## config.mk

```make
export PLATFORM = sky130hd
export DESIGN_NAME = spi_miso_tri_ctrl
export DESIGN_NICKNAME = d
export VERILOG_FILES = /design/src/rtl/spi_miso_tri_ctrl.sv
export SDC_FILE = /design/constraint.sdc
export NUM_CORES = 1
export LEC_CHECK = 0
export CORE_ASPECT_RATIO = 0.7
export CORE_MARGIN = 2
export CORE_UTILIZATION = 35
export DETAILED_ROUTE_END_ITERATION = 8
export SLEW_MARGIN = 25
export SYNTH_ARGS = -nofsm -noshare
export SYNTH_HDL_FRONTEND = slang
export SYNTH_SLANG_ARGS = --single-unit
```

## constraint.sdc

```tcl
create_clock -name clk -period 2.6 [get_ports clk]
set_input_delay 0.39 -clock clk [delete_from_list [all_inputs] [get_ports clk]]
set_output_delay 0.39 -clock clk [all_outputs]
set_load 0.02 [all_outputs]
```

## src/rtl/spi_miso_tri_ctrl.sv

```systemverilog
// Multi-channel SPI-slave MISO tristate control: one shared transmit shifter, one-hot pad enable.
// Optional pad readback check is enabled with the MISO_READBACK_CHECK_EN macro.
module spi_miso_tri_ctrl #(
  parameter int               NUM_CH = 4,
  parameter int               WIDTH  = 8,
  parameter logic [WIDTH-1:0] FILL   = '0
) (
  input  logic              clk,
  input  logic              rst,
  input  logic [NUM_CH-1:0] ss_n,
  input  logic              sclk,
  input  logic [WIDTH-1:0]  tx_data,
  input  logic              tx_valid,
  output logic              tx_ready,
  output logic [NUM_CH-1:0] miso_d,
  output logic [NUM_CH-1:0] miso_oe,
  output logic              word_done,
  output logic              underrun,
  output logic              conflict,
  input  logic              miso_in,
  output logic              miso_probe
);

  localparam int IW = (NUM_CH > 1) ? $clog2(NUM_CH) : 1;
  localparam int CW = $clog2(WIDTH + 1);

  typedef enum logic [1:0] {IDLE, SHIFT, CONFLICT} state_t;

  logic [NUM_CH-1:0] ss_s1, ss_s2;
  logic              sclk_s1, sclk_s2, sclk_s3;
  logic              sclk_rise, sclk_fall;
  state_t            state, state_nx;
  logic [IW-1:0]     ch_idx, ch_nx, low_idx;
  logic [WIDTH-1:0]  shreg, sh_nx, hold_data;
  logic              hold_valid;
  logic [CW-1:0]     bit_cnt, cnt_nx;
  logic              done_nx, under_nx, take;
  logic [4:0]        low_cnt;
  logic [NUM_CH-1:0] sel_mask;
  logic              other_low;

  // Selects resync to "deselected" so reset never looks like a conflict.
  always_ff @(posedge clk) begin
    if (rst) begin
      ss_s1   <= '1;
      ss_s2   <= '1;
      sclk_s1 <= 1'b0;
      sclk_s2 <= 1'b0;
      sclk_s3 <= 1'b0;
    end else begin
      ss_s1   <= ss_n;
      ss_s2   <= ss_s1;
      sclk_s1 <= sclk;
      sclk_s2 <= sclk_s1;
      sclk_s3 <= sclk_s2;
    end
  end

  assign sclk_rise = sclk_s2 & ~sclk_s3;
  assign sclk_fall = ~sclk_s2 & sclk_s3;

  always_comb begin
    low_cnt = '0;
    low_idx = '0;
    for (int i = 0; i < NUM_CH; i++) begin
      if (!ss_s2[i]) begin
        low_cnt = low_cnt + 5'd1;
        low_idx = IW'(i);
      end
    end
  end

  assign sel_mask  = NUM_CH'(1) << ch_idx;
  assign other_low = |(~ss_s2 & ~sel_mask);

  always_comb begin
    state_nx = state;
    ch_nx    = ch_idx;
    sh_nx    = shreg;
    cnt_nx   = bit_cnt;
    done_nx  = 1'b0;
    under_nx = 1'b0;
    take     = 1'b0;
    case (state)
      IDLE: begin
        if (low_cnt > 5'd1) begin
          state_nx = CONFLICT;
        end else if (low_cnt == 5'd1) begin
          take     = 1'b1;
          ch_nx    = low_idx;
          sh_nx    = hold_valid ? hold_data : FILL;
          under_nx = ~hold_valid;
          cnt_nx   = '0;
          state_nx = SHIFT;
        end
      end
      SHIFT: begin
        if (ss_s2[ch_idx]) begin
          state_nx = IDLE;
        end else if (other_low) begin
          state_nx = CONFLICT;
        end else if (sclk_rise) begin
          if (bit_cnt < CW'(WIDTH)) begin
            cnt_nx  = bit_cnt + 1'b1;
            done_nx = (cnt_nx == CW'(WIDTH));
          end
        end else if (sclk_fall) begin
          // The falling edge after the last bit starts the next word under the same select.
          if (bit_cnt == CW'(WIDTH)) begin
            take     = 1'b1;
            sh_nx    = hold_valid ? hold_data : FILL;
            under_nx = ~hold_valid;
            cnt_nx   = '0;
          end else begin
            sh_nx = {shreg[WIDTH-2:0], 1'b0};
          end
        end
      end
      CONFLICT: begin
        if (&ss_s2) state_nx = IDLE;
      end
      default: state_nx = IDLE;
    endcase
  end

  always_ff @(posedge clk) begin
    if (rst) begin
      state     <= IDLE;
      ch_idx    <= '0;
      shreg     <= '0;
      bit_cnt   <= '0;
      word_done <= 1'b0;
      underrun  <= 1'b0;
    end else begin
      state     <= state_nx;
      ch_idx    <= ch_nx;
      shreg     <= sh_nx;
      bit_cnt   <= cnt_nx;
      word_done <= done_nx;
      underrun  <= under_nx;
    end
  end

  // A reload drains the holding register; a load is only taken while it is empty.
  always_ff @(posedge clk) begin
    if (rst) begin
      hold_valid <= 1'b0;
      hold_data  <= '0;
    end else if (tx_valid && !hold_valid) begin
      hold_valid <= 1'b1;
      hold_data  <= tx_data;
    end else if (take) begin
      hold_valid <= 1'b0;
    end
  end

  assign tx_ready = ~hold_valid;
  assign conflict = (state == CONFLICT);
  assign miso_oe  = (state == SHIFT) ? sel_mask : '0;
  assign miso_d   = (state == SHIFT && shreg[WIDTH-1]) ? sel_mask : '0;

`ifdef MISO_READBACK_CHECK_EN
  logic probe;

  always_ff @(posedge clk) begin
    if (rst) begin
      probe <= 1'b0;
    end else if (state == SHIFT && sclk_rise && (miso_in != shreg[WIDTH-1])) begin
      probe <= 1'b1;
    end
  end

  assign miso_probe = probe;
`else
  logic unused_miso_in;
  assign unused_miso_in = miso_in;
  assign miso_probe     = 1'b0;
`endif

endmodule

```

; Yosys cells after proc, flatten, opt, wreduce, memory -nomap -nowiden
; Cells that the tools add are included.
[op_classes]
add_sub_neg = 4
magnitude_cmp = 3
n_eq_ne = 17
n_shift = 1
muxes = 53
bitwise = 12
reduce_logical = 13
[op_table]
columns = op, count
row1 = 8-bit 2-to-1 mux, 8
row2 = 4-bit 2-to-1 mux, 10
row3 = 1-bit 2-to-1 mux, 19
row4 = 8-bit case mux with 2 select lines, 1
row5 = "5-bit by 1-bit adder with 5-bit output, second input constant", 3
row6 = 5-bit 2-to-1 mux, 3
row7 = "3-bit inequality test, second input constant", 5
row8 = 2-bit 2-to-1 mux, 7
row9 = "2-bit inequality test, second input constant", 6
row10 = 9-bit OR reduction, 1
row11 = "4-bit equality test, second input constant", 2
row12 = 4-bit NOT, 2
row13 = 4-bit case mux with 2 select lines, 1
row14 = 8-bit AND reduction, 1
row15 = 1-bit NOT, 7
row16 = 7-bit AND reduction, 1
row17 = 2-bit case mux with 3 select lines, 1
row18 = 3-bit AND reduction, 2
row19 = "5-bit by 1-bit equality test with 1-bit output, second input constant", 1
row20 = "5-bit by 1-bit > comparator with 1-bit output, second input constant", 1
row21 = "4-bit by 1-bit adder with 4-bit output, second input constant", 1
row22 = 4-bit bitwise AND, 1
row23 = "4-bit < comparator, second input constant", 1
row24 = 1-bit case mux with 2 select lines, 2
row25 = other kinds (13), 16
[word_totals]
ff_bits = 38
out_inout_bits = 13

; Longest topological paths before layout
[logic_depth]
depth_word = 13
ltp_mapped = 11
depth_no_buf = 10

; Least setup slack after synthesis
; Ideal clock, no wire load.
[synth_path]
kind = register to register
from = register ss_s2[0]
to = register shreg[1]
arrival_time_ns = 2.549
t_required_ns = 2.479
path_slack_ns = -0.070
stages_incl_launch_ff = 9
n_path_buf = 0
synth_period_minus_slack_ns = 2.670
path_cell_list = dfxtp_1 -> inv_1 -> ha_1 -> xnor2_1 -> ha_1 -> or3_4 -> a2111oi_4 -> o22ai_4 -> mux2_4
[synth_via]
elab_chain_len = 10
[synth_lines]
columns = item, line
row1 = start: declaration, 29  ; logic [NUM_CH-1:0] ss_s1, ss_s2;
row2 = start signal: assignment, 52  ; ss_s2 <= ss_s1;
row3 = 1-bit 2-to-1 mux, 66  ; if (!ss_s2[i]) begin
row4 = 5-bit by 1-bit adder with 5-bit output, 67  ; low_cnt = low_cnt + 5'd1;
row5 = 5-bit 2-to-1 mux, 66
row6 = 5-bit by 1-bit adder with 5-bit output, 67
row7 = 5-bit 2-to-1 mux, 66
row8 = 5-bit by 1-bit adder with 5-bit output, 67
row9 = 5-bit 2-to-1 mux, 66
row10 = 5-bit by 1-bit > comparator with 1-bit output / 5-bit by 1-bit equality test with 1-bit output (equally long branches), "86, 88"
row11 = 2-bit inequality test (no source line), -
row12 = 7-bit AND reduction (no source line) *, -
row13 = end signal: assignment, 137  ; shreg <= sh_nx;
row14 = end: declaration, 34  ; logic [WIDTH-1:0] shreg, sh_nx, hold_data;
; Mark *: on every way between the ends. The rest lies on a longest branch, timed or not. The select of a mux whose other input is x is not followed.
; A chain may end at the register's enable or synchronous reset.

; Worst setup path in the final report
[layout_path]
from = register ss_s2[0]
to = register shreg[6]
; The elaborated chain is that of the path after synthesis.

==> metrics.cfg <==
[clock_network]
numCtsBuffers=5
clkSinkCount=38
clk_latency_ns=0.29
clockBufferDepth=2
cts_tree=yes
cts_htree_levels=2
cts.reportedPaths.clkPinSlew_ns=0.07
postCtsHoldBufs=0
cts_root_buffer=clkbuf_8

[yosys]
netlist-cell-type-count=45
yosysSeqAreaShare_pct=38.1
syn_avg_cell_area_um2=8.84
syn_nets=251
synthesis.area_mm2=0.00200
synth_edf_count=0
yosys_register_bits=38
synth.top_cell.area_share_pct=38.1
synthCells=226
synthArstFlopShare_pct=0
ys_warn_count=0
synthFlopType=dfxtp_1
yosysTopAreaCell=dfxtp_1
synth.area.top_cells=dfxtp_1, mux2_4, ha_1

[timing]
fmax_mhz=403
layout_min_cycle_time_ns=2.48
hold_slack_ns=0.412
hold_violations=0
grt_setup_unrepaired=false
relSlewSlack_pct=58.7
skew_ns=0.00388
setup_tns_ns=0
finalCritPeriodShare_pct=95.4
finalSetupViolations=0
finalMaxSlewViolations=0
tightest_slew_ns=0.604

[route]
drtIter0Drc=75
postRouteAntennaNets=0
wl_met2_um=1570
wl_met3_um=222
wl_met1_um=2200
top_layer=met4
drc=0
vias_per_cell=4.82
routed_wl_um=4050
dr.pass1.iters=4
vias=1611
wl_per_cell_um=12.1

[setup_path]
crit_chain=buf_6, ha_1, nor2b_4, nor2_2, ha_1, or3_4, a2111oi_4, o22ai_4, mux2_4
critPathMaxStageDelay_ns=0.41
worstRegToRegCells=9
crit_fanout=8
crit_path_end_kind=flop
crit_buf_inv=1
cp-start-kind=flop
cp_top_family=compound AO/OA/AOI/OAI gates
slowest_stage=a2111oi_4
r2r-end=shreg[6]$_SDFFE_PP0P_
rr_startpoint=ss_s2[0]$_SDFF_PP1_
cp.arrival_ns=2.66
cpMostUsedCell=ha_1
reg2reg_slack_ns=0.12
crit_type=flop to flop
worst_ep_required_time_ns=2.78

[finish]
drive_gt1_share_pct=21.8
final_cell_mix=dfxtp_1, clkdlybuf4s50_1, nand2_1
finalNetCount=287
syn_to_final_growth_pct=26.7
fillers=527
layout_commonest_cell=dfxtp_1
fin_util_pct=47.2
n_antenna_cell=0
fin_area_mm2=0.00253

[placement]
dp_hpwl_um=2860
placed_cell_area_mm2=0.00240
routabilityCongestion=0.724
portBuffers=27

[hold_path]
min_to=ss_s2[1]$_SDFF_PP1_
worst_hold_startpoint=ss_s1[1]$_SDFF_PP1_
hold_depth=1
hp-class=flop to flop

[floorplan]
die_height_um=67.2
core_mm2=0.00537
rows=22
initial_core_util_pct=37.2
die_w_um=94.3
dieArea_mm2=0.00634
pin_count=30

[global_route]
antenna_found_initial=0
grt_max_degree=47
grt.total_usage_pct=14.4
grt_pass1_wl_um=7080
grt_overflow=0
grt_pass1_vias=1490

[flow_run]
cap_violations=0

[pwr]
p_leak_nw=0.957
ir_drop_uv=204
powerDensity_mw_per_mm2=513

[outcome]
status=finished, final reports clean

==> worst register-to-register path, stage by stage, from the launching register on <==
cell and delay, ns:
dfxtp_2 0.33, buf_6 0.11, ha_1 0.18, nor2b_4 0.13, nor2_2 0.08, ha_1 0.24
or3_4 0.35, a2111oi_4 0.41, o22ai_4 0.21, mux2_4 0.33
==> flip-flops by register name, summed over array words and instances (netlist names) <==
signal	cells
hold_data	8
shreg	8
bit_cnt	4
ss_s1	4
ss_s2	4
ch_idx	2
state	2
hold_valid	1
sclk_s1	1
sclk_s2	1
sclk_s3	1
underrun	1
word_done	1
==> cell families after synthesis <==
logic type               Yosys count  synth area share, %
other                              1                0.188
AO/OA/AOI/OAI                     37                 14.8
multiplexers                      13                 9.02
adder cells (fa/ha/maj)            8                 5.01
buffers and inverters             26                 5.70
flip-flops                        38                 38.1
XOR/XNOR                           2                0.877
AND/OR/NAND/NOR                  101                 26.4
==> report_power, final <==
part           switching [mW]  total, mW  internal, mW  leakage [nW]
combinational           0.130      0.264         0.134         0.603
clock                   0.209      0.389         0.180        0.0438
sequential             0.0336      0.645         0.611         0.310
total                   0.373       1.30         0.925         0.957
==> cell usage after synthesis, types with 3 or more instances <==
master,count
mux2i_1,3
a21oi_1,17
nor2_1,18
mux2_4,7
nand2b_1,6
clkbuf_1,6
nand2_1,22
or2_2,9
nor2b_1,16
nor3_1,3
dfxtp_1,38
buf_2,4
ha_1,8
nand3_1,17
inv_1,12
==> through the flow <==
| step | instances | worst slack (ns) | power (mW) |
|---|---|---|---|
| 2_1_floorplan | 226 | 0.00128 | 0.832 |
| 3_3_place_gp | 326 | -0.00898 | 0.912 |
| 3_5_place_dp | 326 | -0.0128 | 0.913 |
| 4_1_cts | 334 | 0.0103 | 1.31 |
| 5_1_grt | 334 | 0.0135 | 1.39 |
| 6_report | 334 | 0.120 | 1.30 |
==> routing by layer <==
layer,up-vias,track usage (%)
li1,839,-
met1,728,21.3
met2,37,20.0
met3,7,3.35
met4,0,5.98
met5,-,0
==> cell type report <==
class | instances | area [µm²] | share of cell area, %
clock buffers | 5 | 68.8 | 2.72
clock inverters | 2 | 10.0 | 0.395
inverters | 12 | 45.0 | 1.78
multi-input cells | 162 | 1160 | 45.7
flip-flops and latches | 38 | 763 | 30.2
well taps | 72 | 90.1 | 3.56
repair buffers | 43 | 398 | 15.7
==> worst max-delay path by stage <==
| stage | start | to | slack (ns) | cells past startpoint |
|---|---|---|---|---|
| finish | ss_s2[0]$_SDFF_PP1_ | shreg[6]$_SDFFE_PP0P_ | 0.12 | 9 |
| detailed placement | ss_s2[1]$_SDFF_PP1_ | bit_cnt[3]$_SDFFE_PP0P_ | -0.01 | 9 |
| global route | ss_s2[1]$_SDFF_PP1_ | shreg[6]$_SDFFE_PP0P_ | 0.01 | 8 |
| CTS | ss_s2[1]$_SDFF_PP1_ | shreg[6]$_SDFFE_PP0P_ | 0.01 | 9 |
| floorplan | ss_s2[0]$_SDFF_PP1_ | shreg[1]$_SDFFE_PP0P_ | 0.001 | 8 |
| global placement | ss_s2[1]$_SDFF_PP1_ | bit_cnt[3]$_SDFFE_PP0P_ | -0.009 | 9 |
==> what timing repair did <==
item,4_1_cts,5_1_grt
pin swaps,5,4
setup endpoints to repair,13,16
resized for setup,7,4
buffers inserted,1,0
Note: power is estimated with default switching activity, not from simulation.
